**src/rtl/async_fifo_rd_stream_pkg.sv**
```systemverilog
// Shared stream-handshake definitions for the FIFO read/write stream adapters.
// Holds the output-buffer depth and the fire/pop-credit helpers used by both sides.
package async_fifo_rd_stream_pkg;

  localparam int BUF_DEPTH = 2;

  typedef logic [1:0] buf_cnt_t;

  function automatic logic stream_fire(input logic valid, input logic ready);
    return valid & ready;
  endfunction

  // A pop is allowed when the words already owed to the buffer, minus the one
  // leaving this cycle, still leave a free slot for the word that will arrive.
  function automatic logic pop_credit(input buf_cnt_t buf_cnt, input logic inflight,
                                      input logic fire);
    logic [2:0] occ;
    occ = {1'b0, buf_cnt} + {2'b00, inflight} - {2'b00, fire};
    return occ < 3'(BUF_DEPTH);
  endfunction

endpackage

```
**src/rtl/async_fifo_rd_stream_skid_buf.sv**
```systemverilog
// Two-entry ordered buffer: entry 0 is the head, entry 1 shifts down on pop.
// A simultaneous push and pop keeps the count and preserves arrival order.
module stream_skid_buf_2
  import async_fifo_rd_stream_pkg::*;
#(
  parameter int fifo_data_size = 8
) (
  input  logic                      clk,
  input  logic                      reset,
  input  logic                      clear,
  input  logic                      push,
  input  logic [fifo_data_size-1:0] push_data,
  input  logic                      pop,
  output logic [fifo_data_size-1:0] head_data,
  output logic [1:0]                count
);

  logic [fifo_data_size-1:0] ent_q [BUF_DEPTH];
  logic [fifo_data_size-1:0] ent_d [BUF_DEPTH];
  buf_cnt_t                  count_q, count_d;
  buf_cnt_t                  wr_idx;

  // NOTE: every always_comb output gets a default first, so no path can infer a latch.
  always_comb begin
    ent_d   = ent_q;
    count_d = count_q + {1'b0, push} - {1'b0, pop};
    wr_idx  = count_q - {1'b0, pop};
    if (pop) ent_d[0] = ent_q[1];
    if (push) begin
      if (wr_idx == 2'd0) ent_d[0] = push_data;
      else                ent_d[1] = push_data;
    end
    if (clear) count_d = '0;
  end

  // NOTE: storage is reset as well as the count, because the head must read 0 after reset.
  always_ff @(posedge clk or posedge reset) begin
    if (reset) begin
      count_q <= '0;
      for (int i = 0; i < BUF_DEPTH; i++) ent_q[i] <= '0;
    end else begin
      // NOTE: sequential state uses non-blocking assignments only.
      count_q <= count_d;
      ent_q   <= ent_d;
    end
  end

  assign head_data = ent_q[0];
  assign count     = count_q;

endmodule

```
**src/rtl/async_fifo_rd_stream.sv**
```systemverilog
// Consumer-side drain engine: pops the dual-clock FIFO (1-cycle registered read)
// and re-presents words on a valid/ready stream at one word per cycle.
module async_fifo_rd_stream
  import async_fifo_rd_stream_pkg::*;
#(
  parameter int fifo_data_size = 8,
  parameter int cnt_size       = 16
) (
  input  logic                      clk,
  input  logic                      reset,
  input  logic                      fifo_empty,
  input  logic [fifo_data_size-1:0] rd_data,
  output logic                      rd_valid,
  input  logic                      flush,
  output logic                      out_valid,
  input  logic                      out_ready,
  output logic [fifo_data_size-1:0] out_data,
  output logic [cnt_size-1:0]       underrun_count
);

  buf_cnt_t            buf_cnt;
  logic                fire;
  logic                capture;
  logic                inflight_q, inflight_d;
  logic [cnt_size-1:0] underrun_q, underrun_d;

  assign out_valid = (buf_cnt != 2'd0);
  assign fire      = stream_fire(out_valid, out_ready);
  assign rd_valid  = !reset & !flush & !fifo_empty & pop_credit(buf_cnt, inflight_q, fire);
  // The word popped last cycle is on rd_data now; a flush drops it instead.
  assign capture   = inflight_q & !flush;

  stream_skid_buf_2 #(
    .fifo_data_size(fifo_data_size)
  ) u_buf (
    .clk      (clk),
    .reset    (reset),
    .clear    (flush),
    .push     (capture),
    .push_data(rd_data),
    .pop      (fire),
    .head_data(out_data),
    .count    (buf_cnt)
  );

  always_comb begin
    inflight_d = rd_valid;
    underrun_d = underrun_q;
    if (out_ready && !out_valid && !(&underrun_q)) underrun_d = underrun_q + 1'b1;
  end

  always_ff @(posedge clk or posedge reset) begin
    if (reset) begin
      inflight_q <= 1'b0;
      underrun_q <= '0;
    end else begin
      inflight_q <= inflight_d;
      underrun_q <= underrun_d;
    end
  end

  assign underrun_count = underrun_q;

endmodule

```
**config.mk**
```make
export PLATFORM = sky130hd
export DESIGN_NAME = async_fifo_rd_stream
export DESIGN_NICKNAME = d
export VERILOG_FILES = /design/src/rtl/async_fifo_rd_stream_pkg.sv /design/src/rtl/async_fifo_rd_stream_skid_buf.sv /design/src/rtl/async_fifo_rd_stream.sv
export SDC_FILE = /design/constraint.sdc
export NUM_CORES = 1
export LEC_CHECK = 0
export ABC_AREA = 0
export CORE_UTILIZATION = 50
export DETAILED_ROUTE_END_ITERATION = 7
export PLACE_DENSITY = 0.87
export SYNTH_ARGS = -nofsm -noshare
export SYNTH_HDL_FRONTEND = slang
export SYNTH_SLANG_ARGS = --single-unit
```
**constraint.sdc**
```tcl
create_clock -name clk -period 2.2 [get_ports clk]
set_input_delay 0.22 -clock clk [delete_from_list [all_inputs] [get_ports clk]]
set_output_delay 0.22 -clock clk [all_outputs]
set_load 0.005 [all_outputs]
```
== After elaboration in Yosys (flattened, before gate mapping) ==
Cells that the tools add are included.
Word-level totals
  latch bits: 0
  register bits: 35
  memory bits (writable): 0
  input port bits: 13
  memories: 0
  logic and storage cells: 34
  output and inout port bits: 26
  ROM bits: 0
Cells by class
  bitwise operators: 6
  equality and inequality tests: 0
  $mul: 0
  muxes and demuxes: 5
  div/mod/pow operators: 0
  magnitude comparators: 1
  reductions and logical operators: 11
  add/sub/neg operators: 6
  shift-type cells: 0
Operators with widths (count)
  two-way mux 8 bit: 3
  adder 16 x 1 -> 16 bit (second input constant): 1
  two-way mux 16 bit: 1
  AND reduction 16 bit: 1
  bitwise AND 1 bit: 5
  logical NOT 1 bit: 5
  subtractor 2 x 1 -> 2 bit: 2
  adder 2 x 1 -> 3 bit: 1
  < comparator 3 x 2 -> 1 bit (second input constant): 1
  subtractor 3 x 1 -> 3 bit: 1
  adder 2 x 1 -> 2 bit: 1
  logical AND 1 bit: 2
  logical NOT 2 bit: 1
  two-way mux 2 bit: 1
  AND reduction 2 bit: 1
  nonzero test 2 bit: 1
  inverter 1 bit: 1

== Logic depth before layout (Yosys ltp) ==
Gate-level depths: netlist of the first run.
  depth after elaboration: 6
  depth in mapped cells: 7

== Cells and area by module ==
From an unflattened synthesis of the first run, not the netlist that was laid out.
Second synthesis, totals
  cell total of the unflattened synthesis: 157
  area, all modules: 1790.5 µm²
Modules (own cells, without submodules)
  async_fifo_rd_stream: area each 935.9 µm², times used 1, cells each 86, seq. area each 425.4 µm²
  stream_skid_buf_2: area each 854.6 µm², times used 1, cells each 71, seq. area each 450.4 µm²

== Least setup slack after synthesis of the first run ==
Ideal clock, no wire load.
  path type: reg-to-output
  start point: register u_buf.count_q[1] (netlist: u_buf.count[1])
  end point: output rd_valid
  arrival: 1760 ps
  stages on the path, launching flop included: 7
  buffers on the path: 0
  slack: 220 ps
  cell sequence: dfrtp_1 -> nand3b_1 -> o21ai_0 -> nand2_1 -> fa_1 -> nand2b_1 -> nor4_1
On the way
  cells in the longest elaborated chain, start to end: 5
  elaborated cells between the ends (all ways): 6
RTL lines
  start: declaration: RTL line async_fifo_rd_stream_skid_buf.sv:20  | buf_cnt_t count_q, count_d;
  start signal: assignment: RTL line async_fifo_rd_stream_skid_buf.sv:43  | count_q <= count_d;
  branches (longest 2 deep; another with adder 2 x 1 -> 3 bit)
  subtractor 3 x 1 -> 3 bit (*): RTL line async_fifo_rd_stream_pkg.sv:18  | occ = {1'b0, buf_cnt} + {2'b00, inflight} - {2'b00, fire};
  < comparator 3 x 2 -> 1 bit (*): RTL line async_fifo_rd_stream_pkg.sv:19  | return occ < 3'(BUF_DEPTH);
  bitwise AND 1 bit (*): RTL line async_fifo_rd_stream.sv:29  | assign rd_valid = !reset & !flush & !fifo_empty & pop_credit(buf_cnt, inflight_q, fire);
  end: declaration: RTL line async_fifo_rd_stream.sv:13  | output logic rd_valid,
Every way passes the cells marked *.

== Worst setup path in the final report of the first run ==
  start point: register u_buf.count_q[0] (netlist: u_buf.count[0])
  end point: output rd_valid
Same word-level chain as after synthesis.

==> impl_results.md, run 1 <==
- Most common library cell in the layout ignoring fill and taps: clkdlybuf4s50_1
- Fraction of the yosys area taken by sequential cells: 0.489
- Least-Margin Pin Slew: 547 ps
- Fin Clk Skew: 24.3 ps
- Die Width: 61.8 um
- Number of nets still failing antenna checks after routing: 0
- Flops & latches, synth: 35
- Synth Cell Area: 1790 um^2
- Worst-case headroom to the max-slew limit: 0.632
- Area growth syn-to-layout: 30.8%
- Status: finished with violations
- Wire length of the first global-routing pass: 5.67 mm
- Detailed-route via count: 1282
- Switching share of power: 0.287
- IO Pins: 39
- Average routed wire per standard cell: 14.7 um
- Antenna violations before repair: 0
- Worst hold-check path type: input port to asynchronous set/reset pin
- Gate count of the mapped netlist: 151
- Nature of the critical path startpoint: flop
- RSZ-0062 raised after global routing: yes
- GPL Wtd Cong: 0.833
- Synthesis warning total: 0
- Setup Total Neg Slack: -139 ps
- Cell-internal power: 0.00129 W
- Power density cells: 772 nW/um^2
- Clock input transition at the sequential cells of the worst setup and hold paths: 130 ps
- Die H: 61.8 um
- Layout cell share with drive strength beyond 1: 0.218
- Floorplan Core Area: 3390 um^2
- Number of different library cells in the post-synthesis netlist: 39
- Detailed Route WL: 3.57 mm
- Violated checks: negative setup slack
- Sequential Power Share: 0.484
- P_sw: 0.000519 W
- Number of remaining DRC errors: 0
- Net count reported at finish: 213
- Count of pins over their slew limit: 0
- Fin crit share: 1.06
- Post-Place Setup Slack: -521 ps
- Final instance area: 2340 um^2
- Data required time at the worst endpoint: 1980 ps
- Overall global routing resource usage: 0.209
- Number of levels the H-tree was split into: 2
- Initial detailed-routing violation count: 26
- Number of diodes added for antenna fixing: 0
- Per-instance average area after synthesis: 11.9 um^2
- Clk Latency, worst-skew pair: 360 ps
- Multi-input gate area: 838 um^2
- Iteration count of the initial detailed-routing pass: 4
- Detail-routed via count per cell: 5.28
- Power share of the clock group: 0.262
- Max-cap check violation count: 0
- Hold_ws: 358 ps
- Final Hold Fails: 0
- Largest stage delay on the critical path: 480 ps
- Worst-path cell chain: nand3b_1 -> o21ai_2 -> nand2_1 -> fa_1 -> nand2b_1 -> nor4_4 -> buf_2
- Worst Setup Path Type: flop to output port
- Data arrival time of the critical path: 2120 ps
- Initial Util: 0.528
- Crit-path max FO: 3
- Maximum clock insertion buffer count: 2
- Number of sinks handled by clock tree synthesis: 35
- Number of global-route vias before repair: 1242
- Ys flop type: dfrtp_1
- Detailed-placement wirelength estimate: 2.47 mm
- Maximum clock frequency: 427 MHz
- Total die area: 3820 um^2
- Sum of internal, switching and leakage power: 0.00181 W
- Fillers: 263
- Maximum number of pins on one net before global-route repair: 36
- CTS hold repair buffers: 0
- Async set-or-reset flop fraction in the synthesized netlist: 1.00
- Number of enable-type register cells in the synthesized netlist: 0
- Post-placement cell area: 2240 um^2
- Clk root buf: clkbuf_4
- Reg-to-reg slack, setup: 250 ps
- Slowest cell on the critical path: fa_1
- Number of failing setup endpoints in the final timing report: 1
- Number of input and output port buffers inserted: 38
- Crit. End Element: output port
- CTS tree: done
- Combined flip-flop and latch cell area: 876 um^2
- Comb power frac: 0.254
- Overall overflow remaining after global route: 0
- Most used cells in the layout excluding fill and tap cells: clkdlybuf4s50_1 (37), dfrtp_1 (35), xor2_1 (14)
- Final worst slack: -139 ps
- Minimum clock period: 2340 ps
- Rows: 21
- Peak ir drop on the vdd network: 0.484 mV
- Syn nets: 168
- Number of buffers added by the clock tree synthesis step: 5
- Leak Pwr: 1.14 nW
-- power groups by stage --
stage               clock network (W)  registers, W  logic [W]
global placement                    0      0.000877   0.000442
global route                 0.000521      0.000898   0.000510
CTS                          0.000483      0.000876   0.000465
floorplan                           0      0.000868   0.000236
detailed placement                  0      0.000887   0.000458
finish                       0.000474      0.000875   0.000459
-- path summary, 6_finish.rpt --
check / from / endpoint / cells past startpoint
worst max-delay path: u_buf.count[0] / rd_valid / 7
worst min-delay path: reset / u_buf.ent_q[4] / 3
worst max register to register: u_buf.count[0] / u_buf.ent_q[6] / 6
worst min register to register: u_buf.ent_q[4] / u_buf.ent_q[4] / 1
max in group asynchronous: reset / underrun_count[4] / 3
min in group clk: rd_data[1] / u_buf.head_data[1] / 3
-- cell usage after synthesis (2+ instances only) --
cell type / number / area (um^2)
o21ai_0: 9 / 45.0
a2111oi_2: 2 / 30.0
nor2b_1: 2 / 12.5
mux2_2: 8 / 90.1
nor3_1: 2 / 10.0
buf_4: 8 / 60.1
ha_1: 3 / 37.5
nand3_1: 2 / 10.0
dfrtp_1: 35 / 876
nand2_1: 13 / 48.8
nand4_2: 2 / 25.0
xnor2_1: 3 / 26.3
nor4_1: 2 / 12.5
mux2i_1: 8 / 80.1
xor2_1: 14 / 123
nor2_1: 3 / 11.3
a211oi_1: 4 / 30.0
inv_1: 7 / 26.3
nand4_1: 4 / 25.0
-- what timing repair did --
action | 4_1_cts | 5_1_grt
endpoints found under the setup margin | 1 | 1
pin swaps | 1 | 1
gates resized for setup | 7 | 1
buffers inserted | 1 | 0
-- worst max-delay path: cells and delay by family, from the launching register on --
family	cells	cell delay, ps
flip-flops	1	410
buffers and inverters	1	150
adder cells (fa/ha/maj)	1	480
AO/OA/AOI/OAI	1	110
AND/OR/NAND/NOR	4	620
-- logic make-up after synthesis --
logic type / after synthesis / share of synthesized area
XOR/XNOR: 17 / 0.0832
flip-flops: 35 / 0.489
AND/OR/NAND/NOR: 44 / 0.169
adder cells (fa/ha/maj): 4 / 0.0321
multiplexers: 17 / 0.103
buffers and inverters: 17 / 0.0531
AO/OA/AOI/OAI: 17 / 0.0699
-- per-stage QoR --
stage,instances,util
2_1_floorplan,151,-
3_3_place_gp,234,0.661
3_5_place_dp,234,0.661
4_1_cts,243,0.688
5_1_grt,243,0.691
6_report,243,0.691
-- metal layers --
layer  wire, um  part of all wire  vias to the layer above  track usage
met5          0                 0                        -            0
met4         44             0.012                        0       0.0667
met3        144             0.040                        6       0.0559
met2       1790              0.50                       29        0.376
met1       1590              0.44                      633        0.242
li1           -                 -                      614            -
-- sequential cells by signal, summed over array words and instances (netlist names) --
register,flops
inflight_q,1
u_buf.count,2
u_buf.ent_q,8
u_buf.head_data,8
underrun_count,16
-- layout make-up --
type	instances	area share
well taps	46	0.0246
flip-flops and latches	35	0.374
clock buffers	5	0.0160
repair buffers	48	0.198
multi-input cells	99	0.358
inverters	7	0.0112
clock inverters	3	0.0187
Power figures use the tool's default switching activity.
==> run 2: changes to the inputs <==
--- a/config.mk
+++ b/config.mk
@@ -6,6 +6,6 @@
 export NUM_CORES = 1
 export LEC_CHECK = 0
-export ABC_AREA = 0
-export CORE_UTILIZATION = 50
+export ABC_AREA = 1
+export CORE_UTILIZATION = 52
 export DETAILED_ROUTE_END_ITERATION = 7
 export PLACE_DENSITY = 0.87
==> constraint.sdc (replaced) <==
create_clock -name clk -period 2.2 [get_ports clk]
set_input_delay 0.33 -clock clk [delete_from_list [all_inputs] [get_ports clk]]
set_output_delay 0.33 -clock clk [all_outputs]
set_load 0.005 [all_outputs]
==> run 2 against run 1 <==
Against the previous run:
- the run still ends with negative setup slack left
- first-iteration DRC count increased to 4.9 times the previous value
- sequential share of layout area decreased by 4.9 points
- via count rose by 48%
- critical path type unchanged
- highest routed layer unchanged
==> impl_results.md, run 2 <==
- Syn nets: 290
- Number of input and output port buffers inserted: 38
- Fin crit share: 1.01
- Crit-path max FO: 3
- Detailed-route via count: 1897
- Final worst slack: -27.5 ps
- Most used cells in the layout excluding fill and tap cells: nand2_1 (115), clkdlybuf4s50_1 (36), dfrtp_1 (35)
- Die H: 65.7 um
- Clk root buf: clkbuf_8
- Library cell appearing most often on the critical path: nand2_4
- Overall global routing resource usage: 0.248
- Flops & latches, synth: 35
- Count of pins over their slew limit: 0
- Least-Margin Pin Slew: 533 ps
- Data arrival time of the critical path: 1900 ps
- Number of diodes added for antenna fixing: 0
- Synth Cell Area: 2110 um^2
- Sum of internal, switching and leakage power: 0.00269 W
- Fin Clk Skew: 7.18 ps
- Number of enable-type register cells in the synthesized netlist: 0
- Total die area: 4310 um^2
- Number of levels the H-tree was split into: 2
- Power density cells: 997 nW/um^2
- Average routed wire per standard cell: 12.6 um
- Async set-or-reset flop fraction in the synthesized netlist: 1.00
- Top cell type's share of synthesized area: 0.415
- Worst-path cell chain: inv_2 -> nand2_4 -> nand2_4 -> inv_4 -> nand2_4 -> nand2_4 -> nand2_2 -> fa_2 -> and3_4 -> buf_6
- Wire length of the first global-routing pass: 8.00 mm
- Iteration count of the initial detailed-routing pass: 4
- Status: finished with violations
- Slowest cell on the critical path: fa_2
- Layout cell share with drive strength beyond 1: 0.182
- Final Hold Fails: 0
- CTS hold repair buffers: 0
- Maximum number of pins on one net before global-route repair: 36
- Rows: 22
- Hold_ws: 454 ps
- Switching share of power: 0.380
- Max reg flops: 16
- Number of global-route vias before repair: 1727
- Maximum clock insertion buffer count: 2
- Ys flop type: dfrtp_1
- IO Pins: 39
- Minimum clock period: 2230 ps
- Global routing's busiest layer: met2
- Post-placement cell count: 360
- Leading cell type by number of instances after synthesis: nand2_1
- Comb power frac: 0.448
- Worst path bufs/invs: 3
- Overall overflow remaining after global route: 0
- Max-cap check violation count: 0
- Final non-filler cell total: 372
- Number of nets still failing antenna checks after routing: 0
- Initial Util: 0.559
- Net count reported at finish: 341
- Sequential Power Share: 0.383
- Fraction of the yosys area taken by sequential cells: 0.415
- Worst-case headroom to the max-slew limit: 0.644
- Worst hold-check path type: input port to asynchronous set/reset pin
- Per-instance average area after synthesis: 7.72 um^2
- Number of buffers added by the clock tree synthesis step: 5
- Clock input transition at the sequential cells of the worst setup and hold paths: 70 ps
- Die Width: 65.7 um
- Number of different library cells in the post-synthesis netlist: 26
- Initial detailed-routing violation count: 127
- Cell-internal power: 0.00167 W
- Delay-heaviest family, CP: adder cells
- Power share of the clock group: 0.169
- Maximum clock frequency: 449 MHz
- Clk Latency, worst-skew pair: 300 ps
- Number of failing setup endpoints in the final timing report: 1
- Largest stage delay on the critical path: 520 ps
- Most common library cell in the layout ignoring fill and taps: nand2_1
- GPL Wtd Cong: 0.926
- RSZ-0062 raised after global routing: yes
- Crit. End Element: output port
- Floorplan Core Area: 3770 um^2
- CTS tree: done
- Utilization of the core after routing: 0.714
- Met2 track demand over resource in global routing: 0.413
- Data required time at the worst endpoint: 1870 ps
- Violated checks: negative setup slack
- P_sw: 0.00102 W
- Number of sinks handled by clock tree synthesis: 35
- Nature of the critical path startpoint: flop
- Post-Place Setup Slack: -489 ps
- Worst Setup Path Type: flop to output port
- Met3 track demand over resource in global routing: 0.0469
- Peak ir drop on the vdd network: 0.621 mV
- Area growth syn-to-layout: 27.7%
- Leak Pwr: 1.33 nW
- Detail-routed via count per cell: 5.10
- List of most frequent post-synthesis cells: nand2_1 (117), dfrtp_1 (35), nand3_1 (23)
- Synthesis warning total: 0
- Detailed-placement wirelength estimate: 3.26 mm
- Gate count of the mapped netlist: 273
- Cell types occupying the most area after synthesis: dfrtp_1 (42%), nand2_1 (21%), nand3_1 (5.5%), xor2_1 (3.3%), buf_4 (3.2%)
- Number of remaining DRC errors: 0
- Antenna violations before repair: 0
- GRT met1 Usage: 0.315
- Detailed Route WL: 4.69 mm
- Leading area contributor after synthesis: dfrtp_1
## run 2: cell count changes after synthesis, moves of 6 or more
cell,before,now
inv_1,7,18
mux2_2,8,0
mux2i_1,8,0
nand2_1,13,117
nand2_4,0,6
nand3_1,2,23
nor2_1,3,18
o21ai_0,9,2
o21ai_2,1,7
xor2_1,14,8
## run 2: metrics by stage
stage / cell area [um^2] / setup TNS (ps)
floorplan: 2110 / 0
global placement: 2550 / -444
CTS: 2670 / -23.1
finish: 2690 / -27.5
global route: 2690 / -98.1
detailed placement: 2550 / -489
## run 2: power groups by stage
| stage | Clock, W | Combinational (W) | Sequential, W |
|---|---|---|---|
| floorplan | 0 | 0.000781 | 0.000991 |
| global placement | 0 | 0.00109 | 0.00102 |
| global route | 0.000482 | 0.00133 | 0.00106 |
| detailed placement | 0 | 0.00113 | 0.00103 |
| finish | 0.000455 | 0.00120 | 0.00103 |
| CTS | 0.000456 | 0.00117 | 0.00102 |
## run 2: path summary, 6_finish.rpt
kind / depth (start not counted) / to / slack, ps / from
worst max-delay path: 10 / rd_valid / -30 / u_buf.count[0]
worst min-delay path: 3 / inflight_q / 450 / reset
worst max register to register: 12 / u_buf.head_data[1] / 370 / u_buf.count[0]
worst min register to register: 2 / u_buf.ent_q[6] / 480 / u_buf.ent_q[6]
max in group asynchronous: 3 / underrun_count[15] / 1420 / reset
min in group clk: 2 / u_buf.ent_q[6] / 480 / u_buf.ent_q[6]
## run 2: cells by family (layout without fill, tap and decap cells)
| family | Yosys count | count (layout) | synth area share |
|---|---|---|---|
| DFF | 35 | 35 | 0.415 |
| and+or+nand+nor | 181 | 181 | 0.393 |
| AOI/OAI and AO/OA | 9 | 9 | 0.0338 |
| buffers and inverters | 34 | 85 | 0.0890 |
| adders and majority gates | 4 | 4 | 0.0273 |
| xor gates and xnor gates | 10 | 10 | 0.0415 |
## run 2: area by class of cell
cell class	instances	area [um^2]
clock buffers	5	68.8
fillers	289	1080
flip-flops and latches	35	876
multi-input cells	204	1070
inverters	21	81.3
repair buffers	57	523
clock inverters	2	13.8
well taps	48	60.1
## run 2: tightest hold or removal path, delay by kind of cell
family | cells | cell delay, ps
buffers and inverters | 3 | 850
## run 2: per-layer routing
metal	vias up	routed length, um
met3	7	226
met2	62	2400
met4	0	79
met5	-	0
met1	877	1980
li1	951	-
## run 2: repair_timing
| action | 4_1_cts | 5_1_grt |
|---|---|---|
| setup buffers | 3 | 2 |
| gates cloned | 0 | 0 |
| gates resized for setup | 10 | 3 |
| pin swaps | 3 | 4 |
| endpoints found under the setup margin | 1 | 1 |
==> run 3: changes to the inputs <==
- CORE_ASPECT_RATIO: default -> 1.25
==> run 3 against run 2 <==
Against the previous run:
- the flow still finishes with violations (negative setup slack)
- clock power increased by 14%
- first-iteration DRC count increased by 3.9%
- highest routed layer unchanged
- register-to-register slack got worse by 50 ps
- sequential power about the same
- non-clock buffer count decreased by 1
- core utilization decreased by 0.25 points
- clock skew increased by 5.2 ps
- fmax decreased by 0.97%
- total power increased by 1.7%
==> impl_results.md, run 3 (same netlist as run 2, synthesis figures left out) <==
- Average routed wire per standard cell: 13.1 um
- Peak ir drop on the vdd network: 0.645 mV
- Leak Pwr: 1.34 nW
- Most common library cell in the layout ignoring fill and taps: nand2_1
- Nature of the critical path startpoint: flop
- Initial detailed-routing violation count: 132
- Maximum clock insertion buffer count: 2
- Max-cap check violation count: 0
- Detailed Route WL: 4.94 mm
- RSZ-0062 raised after global routing: yes
- Data required time at the worst endpoint: 1870 ps
- Sequential Power Share: 0.379
- Crit-path max FO: 3
- Crit. End Element: output port
- Minimum clock period: 2250 ps
- Iteration count of the initial detailed-routing pass: 4
- Area growth syn-to-layout: 28.8%
- Final Hold Fails: 0
- Number of remaining DRC errors: 0
- Violated checks: negative setup slack
- Final worst slack: -49.4 ps
- Worst-case headroom to the max-slew limit: 0.638
- Worst hold-check path type: input port to asynchronous set/reset pin
- Detail-routed via count per cell: 5.10
- Clk Latency, worst-skew pair: 290 ps
- GPL Wtd Cong: 0.830
- Number of sinks handled by clock tree synthesis: 35
- Post-Place Setup Slack: -494 ps
- Fin Clk Skew: 12.4 ps
- Die Width: 59.0 um
- CTS tree: done
- Total die area: 4310 um^2
- Power share of the clock group: 0.190
- Status: finished with violations
- Floorplan Core Area: 3820 um^2
- Most used cells in the layout excluding fill and tap cells: nand2_1 (115), clkdlybuf4s50_1 (36), dfrtp_1 (35)
- Power density cells: 1010 nW/um^2
- Count of pins over their slew limit: 0
- Die H: 73.2 um
- P_sw: 0.00101 W
- Number of failing setup endpoints in the final timing report: 1
- Final non-filler cell total: 378
- Layout cell share with drive strength beyond 1: 0.176
- Maximum number of pins on one net before global-route repair: 36
- Sum of internal, switching and leakage power: 0.00273 W
- Number of buffers added by the clock tree synthesis step: 5
- Number of nets still failing antenna checks after routing: 0
- Clk root buf: clkbuf_8
- Least-Margin Pin Slew: 543 ps
- Detailed-placement wirelength estimate: 3.33 mm
- Overall overflow remaining after global route: 0
- Max reg flops: 16
- IO Pins: 39
- Worst Setup Path Type: flop to output port
- Overall global routing resource usage: 0.257
- Detailed-route via count: 1926
- Fin crit share: 1.02
- Number of diodes added for antenna fixing: 0
- Rows: 25
- Wire length of the first global-routing pass: 8.49 mm
- Comb power frac: 0.431
- Antenna violations before repair: 0
- Cell-internal power: 0.00172 W
- Hold_ws: 477 ps
- Data arrival time of the critical path: 1920 ps
- Number of input and output port buffers inserted: 38
- CTS hold repair buffers: 0
- Switching share of power: 0.370
- Number of levels the H-tree was split into: 2
- Number of global-route vias before repair: 2012
- Initial Util: 0.552
- Maximum clock frequency: 445 MHz
- Post-placement cell count: 364
- Clock input transition at the sequential cells of the worst setup and hold paths: 80 ps
- Net count reported at finish: 340
[run 3: cell count changes in the layout (fill, tap and decap cells not counted), sizes merged]
cell,delta
buf,-1
clkbuf,+3
clkinv,-2
[run 3: power groups by stage]
stage               clock network [W]  logic [W]  registers, W
floorplan                           0   0.000781      0.000991
global placement                    0    0.00108       0.00103
detailed placement                  0    0.00111       0.00103
CTS                          0.000519    0.00116       0.00102
global route                 0.000553    0.00131       0.00105
finish                       0.000519    0.00118       0.00104
[run 3: area by class of cell]
| cell class | instances | area, um^2 |
|---|---|---|
| fill | 306 | 1100 |
| multi-input combinational | 204 | 1060 |
| sequential | 35 | 876 |
| timing repair buffer | 56 | 528 |
| clock buffer | 8 | 100 |
| inverter | 21 | 81.3 |
| tap | 54 | 67.6 |
[run 3: per-layer routing]
layer	GRT usage	vias up	wire length (um)
met5	0	-	0
met4	0.106	0	60
met3	0.0426	6	193
met2	0.471	73	2700
met1	0.289	904	1980
li1	-	943	-
[run 3: path summary, 6_finish.rpt]
kind / from / endpoint / slack (ps) / cells past startpoint
worst max-delay path: u_buf.count[0] / rd_valid / -50 / 10
worst min-delay path: reset / inflight_q / 480 / 3
worst max register to register: u_buf.count[0] / u_buf.head_data[3] / 320 / 12
worst min register to register: u_buf.ent_q[4] / u_buf.ent_q[4] / 480 / 2
max in group asynchronous: reset / u_buf.ent_q[0] / 1390 / 3
min in group clk: u_buf.ent_q[4] / u_buf.ent_q[4] / 480 / 2
[run 3: worst max-delay path, stage by stage, from the launching register on]
cell	delay, ps
dfrtp_1	380
inv_2	80
nand2_4	70
nand2_4	50
inv_4	60
nand2_4	60
nand2_4	60
nand2_2	60
fa_2	520
and3_4	190
buf_6	90
[run 3: timing repair]
action,in CTS,in global routing
pin swaps,4,4
setup buffers,4,2
endpoints found under the setup margin,1,1
gates resized for setup,10,2
[run 3: per-stage QoR]
step	setup TNS (ps)	util	instance area, um^2
final	-49.4	0.711	2720
after global routing	-123	0.711	2720
after CTS	-26.0	0.706	2700
after detailed placement	-494	0.666	2540
after global placement	-447	0.666	2540
after floorplan	0	-	2110
